<file path="src/rtl/ir_sequencer.sv">
// Instruction sequencer for the IR/GPR datapath: fetches 32-bit instructions
// into IR, decodes the opcode in IR[31:27], strobes the datapath for
// arithmetic/logic/move ops and resolves jumps against latched datapath flags.
// Owns the program counter.
module ir_sequencer #(
    parameter int PC_W = 5
) (
    input  logic            clk,
    input  logic            sys_rst,
    input  logic            start,
    output logic            imem_req,
    output logic [PC_W-1:0] imem_addr,
    input  logic [31:0]     imem_rdata,
    input  logic            imem_valid,
    output logic [31:0]     ir,
    output logic            exec_en,
    input  logic [3:0]      flags,
    output logic [PC_W-1:0] pc,
    output logic            busy,
    output logic            halted,
    output logic            illegal
);

    typedef enum logic [2:0] {
        S_IDLE,
        S_FETCH,
        S_DECODE,
        S_EXEC,
        S_UPDATE,
        S_HALT
    } state_t;

    // Bit positions inside the datapath flag vector {zero, sign, carry, overflow}.
    localparam int FL_Z = 3;
    localparam int FL_S = 2;
    localparam int FL_C = 1;
    localparam int FL_V = 0;

    state_t          state;
    state_t          state_nxt;
    logic [4:0]      op;
    logic [3:0]      flag_q;
    logic            from_exec;
    logic            jump_taken;
    logic [PC_W-1:0] pc_nxt;

    assign op        = ir[31:27];
    assign imem_addr = pc;

    // Evaluate the jump condition for the opcode in IR against the flags
    // latched by the last datapath op (never the live flag inputs).
    always_comb begin
        // NOTE: every always_comb output gets a default first so no path
        // through the case leaves it unassigned and infers a latch.
        jump_taken = 1'b0;
        case (op)
            5'd16:   jump_taken = 1'b1;
            5'd17:   jump_taken =  flag_q[FL_C];
            5'd18:   jump_taken = !flag_q[FL_C];
            5'd19:   jump_taken =  flag_q[FL_S];
            5'd20:   jump_taken = !flag_q[FL_S];
            5'd21:   jump_taken =  flag_q[FL_Z];
            5'd22:   jump_taken = !flag_q[FL_Z];
            5'd23:   jump_taken =  flag_q[FL_V];
            5'd24:   jump_taken = !flag_q[FL_V];
            default: jump_taken = 1'b0;
        endcase
    end

    // Next program counter: jump target from the low IR bits when taken,
    // otherwise sequential with silent wrap at the top of the program space.
    always_comb begin
        pc_nxt = pc + {{(PC_W-1){1'b0}}, 1'b1};
        if (jump_taken) begin
            pc_nxt = ir[PC_W-1:0];
        end
    end

    // Next-state and state-decoded outputs; outputs depend only on the
    // registered state so imem_valid/flags never reach an output combinationally.
    always_comb begin
        state_nxt = state;
        imem_req  = 1'b0;
        exec_en   = 1'b0;
        busy      = 1'b0;
        halted    = 1'b0;
        case (state)
            S_IDLE: begin
                if (start) state_nxt = S_FETCH;
            end
            S_FETCH: begin
                imem_req = 1'b1;
                busy     = 1'b1;
                if (imem_valid) state_nxt = S_DECODE;
            end
            S_DECODE: begin
                busy = 1'b1;
                if (op <= 5'd15)      state_nxt = S_EXEC;
                else if (op <= 5'd24) state_nxt = S_UPDATE;
                else                  state_nxt = S_HALT;
            end
            S_EXEC: begin
                exec_en   = 1'b1;
                busy      = 1'b1;
                state_nxt = S_UPDATE;
            end
            S_UPDATE: begin
                busy      = 1'b1;
                state_nxt = S_FETCH;
            end
            S_HALT: begin
                halted = 1'b1;
            end
            default: state_nxt = S_IDLE;
        endcase
    end

    // State register; reset wins over any pending fetch.
    always_ff @(posedge clk) begin
        // NOTE: sequential state uses non-blocking assignments so every
        // register samples pre-edge values regardless of statement order.
        if (sys_rst) begin
            state <= S_IDLE;
        end else begin
            state <= state_nxt;
        end
    end

    // Sequencer registers: IR load, sticky illegal, flag latch and PC update.
    always_ff @(posedge clk) begin
        if (sys_rst) begin
            pc        <= '0;
            ir        <= '0;
            flag_q    <= '0;
            illegal   <= 1'b0;
            from_exec <= 1'b0;
        end else begin
            from_exec <= (state == S_EXEC);
            if (state == S_FETCH && imem_valid) begin
                ir <= imem_rdata;
            end
            if (state == S_DECODE && op >= 5'd26) begin
                illegal <= 1'b1;
            end
            if (state == S_UPDATE) begin
                // Flags are only meaningful the cycle after a datapath op.
                if (from_exec) begin
                    flag_q <= flags;
                end
                pc <= pc_nxt;
            end
        end
    end

endmodule

</file>
<file path="config.mk">
export PLATFORM = sky130hd
export DESIGN_NAME = ir_sequencer
export DESIGN_NICKNAME = d
export VERILOG_FILES = /design/src/rtl/ir_sequencer.sv
export SDC_FILE = /design/constraint.sdc
export NUM_CORES = 1
export LEC_CHECK = 0
export CAP_MARGIN = 20
export CORE_MARGIN = 8
export CORE_UTILIZATION = 45
export DETAILED_ROUTE_END_ITERATION = 10
export GPL_ROUTABILITY_DRIVEN = 0
export GPL_TIMING_DRIVEN = 0
export PLACE_DENSITY = 0.91
export SLEW_MARGIN = 20
export SYNTH_ARGS = -nofsm -noshare
export SYNTH_HDL_FRONTEND = slang
export SYNTH_SLANG_ARGS = --single-unit
</file>
<file path="constraint.sdc">
create_clock -name clk -period 4.7 [get_ports clk]
set_input_delay 0.47 -clock clk [delete_from_list [all_inputs] [get_ports clk]]
set_output_delay 0.47 -clock clk [all_outputs]
set_load 0.1 [all_outputs]
</file>
==> impl_metrics.sql <==
INSERT INTO impl_metrics (metric_group, metric, value, unit) VALUES
('outcome', 'outcome', 'complete, no violations', ''),
('floorplanning', 'die_h', '82.58', 'µm'),
('critical_path', 'cp.buffers_inverters', '1', ''),
('yosys', 'synthesis.yosys.warnings', '0', ''),
('yosys', 'synth_adder_area_share', '0.006274', ''),
('yosys', 'mappedNetlistNets', '296', ''),
('yosys', 'synth_cell_type_count', '38', ''),
('critical_path', 'r2r_end', 'imem_addr[0]$_SDFFE_PP0N_', ''),
('finish', 'syn_to_final_growth', '50.50', '%'),
('power_and_ir_drop', 'power_density', '306.6', 'nW/µm²'),
('sta', 'timing.slew.headroom', '0.3294', ''),
('detailed_routing', 'routed-via-count', '2047', ''),
('critical_path', 'worstSetupPathDepth', '3', ''),
('yosys', 'synth_area_leader_cell', 'sky130_fd_sc_hd__dfxtp_1', ''),
('sta', 'period_needed', '2.801', 'ns'),
('sta', 'post-route-period-util', '0.5960', ''),
('grt', 'globalRouteOverflowTotal', '0', ''),
('yosys', 'xor_and_xnor_area_share_after_synthesis', '0.004391', ''),
('detailed_routing', 'wirelength', '5773', 'µm'),
('floorplanning', 'die-area', '6819', 'µm²'),
('power_and_ir_drop', 'finalPower', '920.3', 'µW'),
('sta', 'finalClockSkew', '0.01010', 'ns'),
('yosys', 'synth_top_area_frac', '0.4617', ''),
('sta', 'rsz0062_at_grt', 'no', ''),
('placement', 'hpwlAfterDp', '4382', 'µm'),
('critical_path', 'slowest_delay', '1.13', 'ns'),
('hold_path', 'hold_crit_path_type', 'primary input to register', ''),
('sta', 'report.final.setup_viol', '0', ''),
('yosys', 'synth_compound_gate_area_share', '0.1775', ''),
('placement', 'io_buffer_count', '85', ''),
('floorplanning', 'standard_cell_row_count', '24', ''),
('power_and_ir_drop', 'p_leak', '1.066', 'nW'),
('yosys', 'ys_seq_area_frac', '0.4617', ''),
('critical_path', 'critical_path.cell_chain', 'nor2b_1 > and2_1 > clkdlybuf4s50_1', ''),
('grt', 'grt_pass1_vias', '2046', ''),
('yosys', 'syn_area_per_cell', '7.821', 'µm²'),
('floorplanning', 'coreArea', '4324', 'µm²'),
('critical_path', 'crit_path_end_kind', 'output pin', ''),
('yosys', 'synth-seq-cells', '46', ''),
('placement', 'pre_cts_slack', '2.227', 'ns'),
('floorplanning', 'ios', '87', ''),
('sta', 'final.hold.worst_slack', '0.3932', 'ns'),
('critical_path', 'cp_data_arrival_time', '2.33', 'ns'),
('yosys', 'postSynth.topFlopCell', 'sky130_fd_sc_hd__dfxtp_1', ''),
('detailed_routing', 'post_drt_via_cell_ratio', '5.118', ''),
('detailed_routing', 'drtAntennaViolNets', '0', ''),
('yosys', 'syn-cell-area', '1994', 'µm²'),
('sta', 'drv_slew', '0', ''),
('clocking', 'postCtsSetupRepairBufs', '0', ''),
('critical_path', 'r2r.worst_path.cells', '6', ''),
('critical_path', 'path_delay_family', 'buffers and inverters', ''),
('clocking', 'max_root_sink_buffers', '2', ''),
('grt', 'top_usage_layer', 'met2', ''),
('clocking', 'clk_pin_slew_worst_paths', '0.08', 'ns'),
('power_and_ir_drop', 'vdd.ir_drop.worst', '0.0002059', 'V'),
('grt', 'grt_use_met3', '0.06494', ''),
('placement', 'placedInstanceArea', '2910', 'µm²'),
('yosys', 'main_combinational_cell_family_by_area_after_synthesis', 'simple AND/OR/NAND/NOR gates', ''),
('detailed_routing', 'drc', '0', ''),
('critical_path', 'setup.worst_path.class', 'register to output pin', ''),
('clocking', 'post_cts.resized_instances', '0', ''),
('grt', 'grt_max_degree', '14', ''),
('floorplanning', 'start_util', '0.4612', ''),
('clocking', 'ctsHoldBuffers', '0', ''),
('clocking', 'cts_h_tree_depth', '2', ''),
('run', 'drv.max_cap_violation_count', '0', ''),
('grt', 'grt_usage', '0.1766', ''),
('finish', 'finish.net_count', '388', ''),
('sta', 'tightestPinTransition', '1.003', 'ns'),
('finish', 'stdcell_area', '3002', 'µm²'),
('critical_path', 'start_kind', 'register', '');
-- metal layers --
layer / wire length (µm) / up-vias / share of wire
li1: - / 1042 / -
met1: 2260 / 917 / 0.39
met2: 2826 / 78 / 0.49
met3: 573 / 10 / 0.099
met4: 112 / 0 / 0.019
met5: 0 / - / 0
-- where the power goes --
group          total, mW  switching, mW  internal, mW
Sequential         0.416         0.0121         0.404
Clock              0.252          0.133         0.119
Combinational      0.252          0.174        0.0783
Total              0.920          0.319         0.601
-- metrics by stage --
stage	util	cells
after global placement	0.6730	392
after detailed placement	0.6730	392
after global routing	0.6942	400
after CTS	0.6942	400
final	0.6942	400
after floorplan	-	255
-- kinds of logic (layout without fill, tap and decap cells) --
group / count (synthesis) / after routing
AND/OR/NAND/NOR: 118 / 118
adder cells (fa/ha/maj): 1 / 1
flip-flops: 46 / 46
AO/OA/AOI/OAI: 60 / 60
multiplexers: 2 / 2
buffers and inverters: 27 / 120
XOR/XNOR: 1 / 1
-- placed cells by master, fill, tap and decap left out, types with 2 or more instances in the layout --
cell | synthesis | final
sky130_fd_sc_hd__nor4_1 | 2 | 2
sky130_fd_sc_hd__inv_1 | 4 | 4
sky130_fd_sc_hd__clkbuf_8 | 2 | 8
sky130_fd_sc_hd__nor2b_1 | 3 | 3
sky130_fd_sc_hd__clkbuf_1 | 5 | 6
sky130_fd_sc_hd__a31oi_1 | 3 | 3
sky130_fd_sc_hd__dfxtp_1 | 46 | 46
sky130_fd_sc_hd__and2_1 | 4 | 4
sky130_fd_sc_hd__nand2_1 | 78 | 78
sky130_fd_sc_hd__nand3_1 | 10 | 10
sky130_fd_sc_hd__a21oi_1 | 40 | 40
sky130_fd_sc_hd__buf_2 | 5 | 5
sky130_fd_sc_hd__buf_4 | 6 | 6
sky130_fd_sc_hd__mux2i_1 | 2 | 2
sky130_fd_sc_hd__nor3_1 | 3 | 3
sky130_fd_sc_hd__or3_1 | 2 | 2
sky130_fd_sc_hd__and3_1 | 3 | 3
sky130_fd_sc_hd__nor2_1 | 8 | 8
sky130_fd_sc_hd__o21ai_0 | 4 | 4
sky130_fd_sc_hd__o221ai_1 | 2 | 2
sky130_fd_sc_hd__buf_1 | 3 | 3
sky130_fd_sc_hd__o211ai_1 | 4 | 4
sky130_fd_sc_hd__clkdlybuf4s50_1 | 0 | 85
-- registers in the layout (all words and copies together) (netlist names) --
register   count
ir            32
from_exec      1
imem_addr      5
flag_q         4
state          3
illegal        1
-- area by class of cell --
type,count,area [µm²]
multi-input cells,182,910.9
clock buffers,7,86.33
plain buffers,22,138.9
well taps,52,65.06
fillers,380,1323
repair buffers,85,850.8
clock inverters,1,5.005
flip-flops and latches,46,920.9
inverters,5,23.77
-- worst max path at each step --
| stage | startpoint | endpoint | slack [ns] |
|---|---|---|---|
| after global placement | state[0]$_SDFFE_PP0P_ | imem_req | 2.24 |
| after floorplan | state[0]$_SDFFE_PP0P_ | busy | 2.16 |
| after detailed placement | state[0]$_SDFFE_PP0P_ | imem_req | 2.23 |
| after global routing | state[0]$_SDFFE_PP0P_ | imem_req | 1.78 |
| final | state[1]$_SDFFE_PP0P_ | exec_en | 1.90 |
| after CTS | state[0]$_SDFFE_PP0P_ | imem_req | 1.89 |
Note: power is estimated with default switching activity, not from simulation.
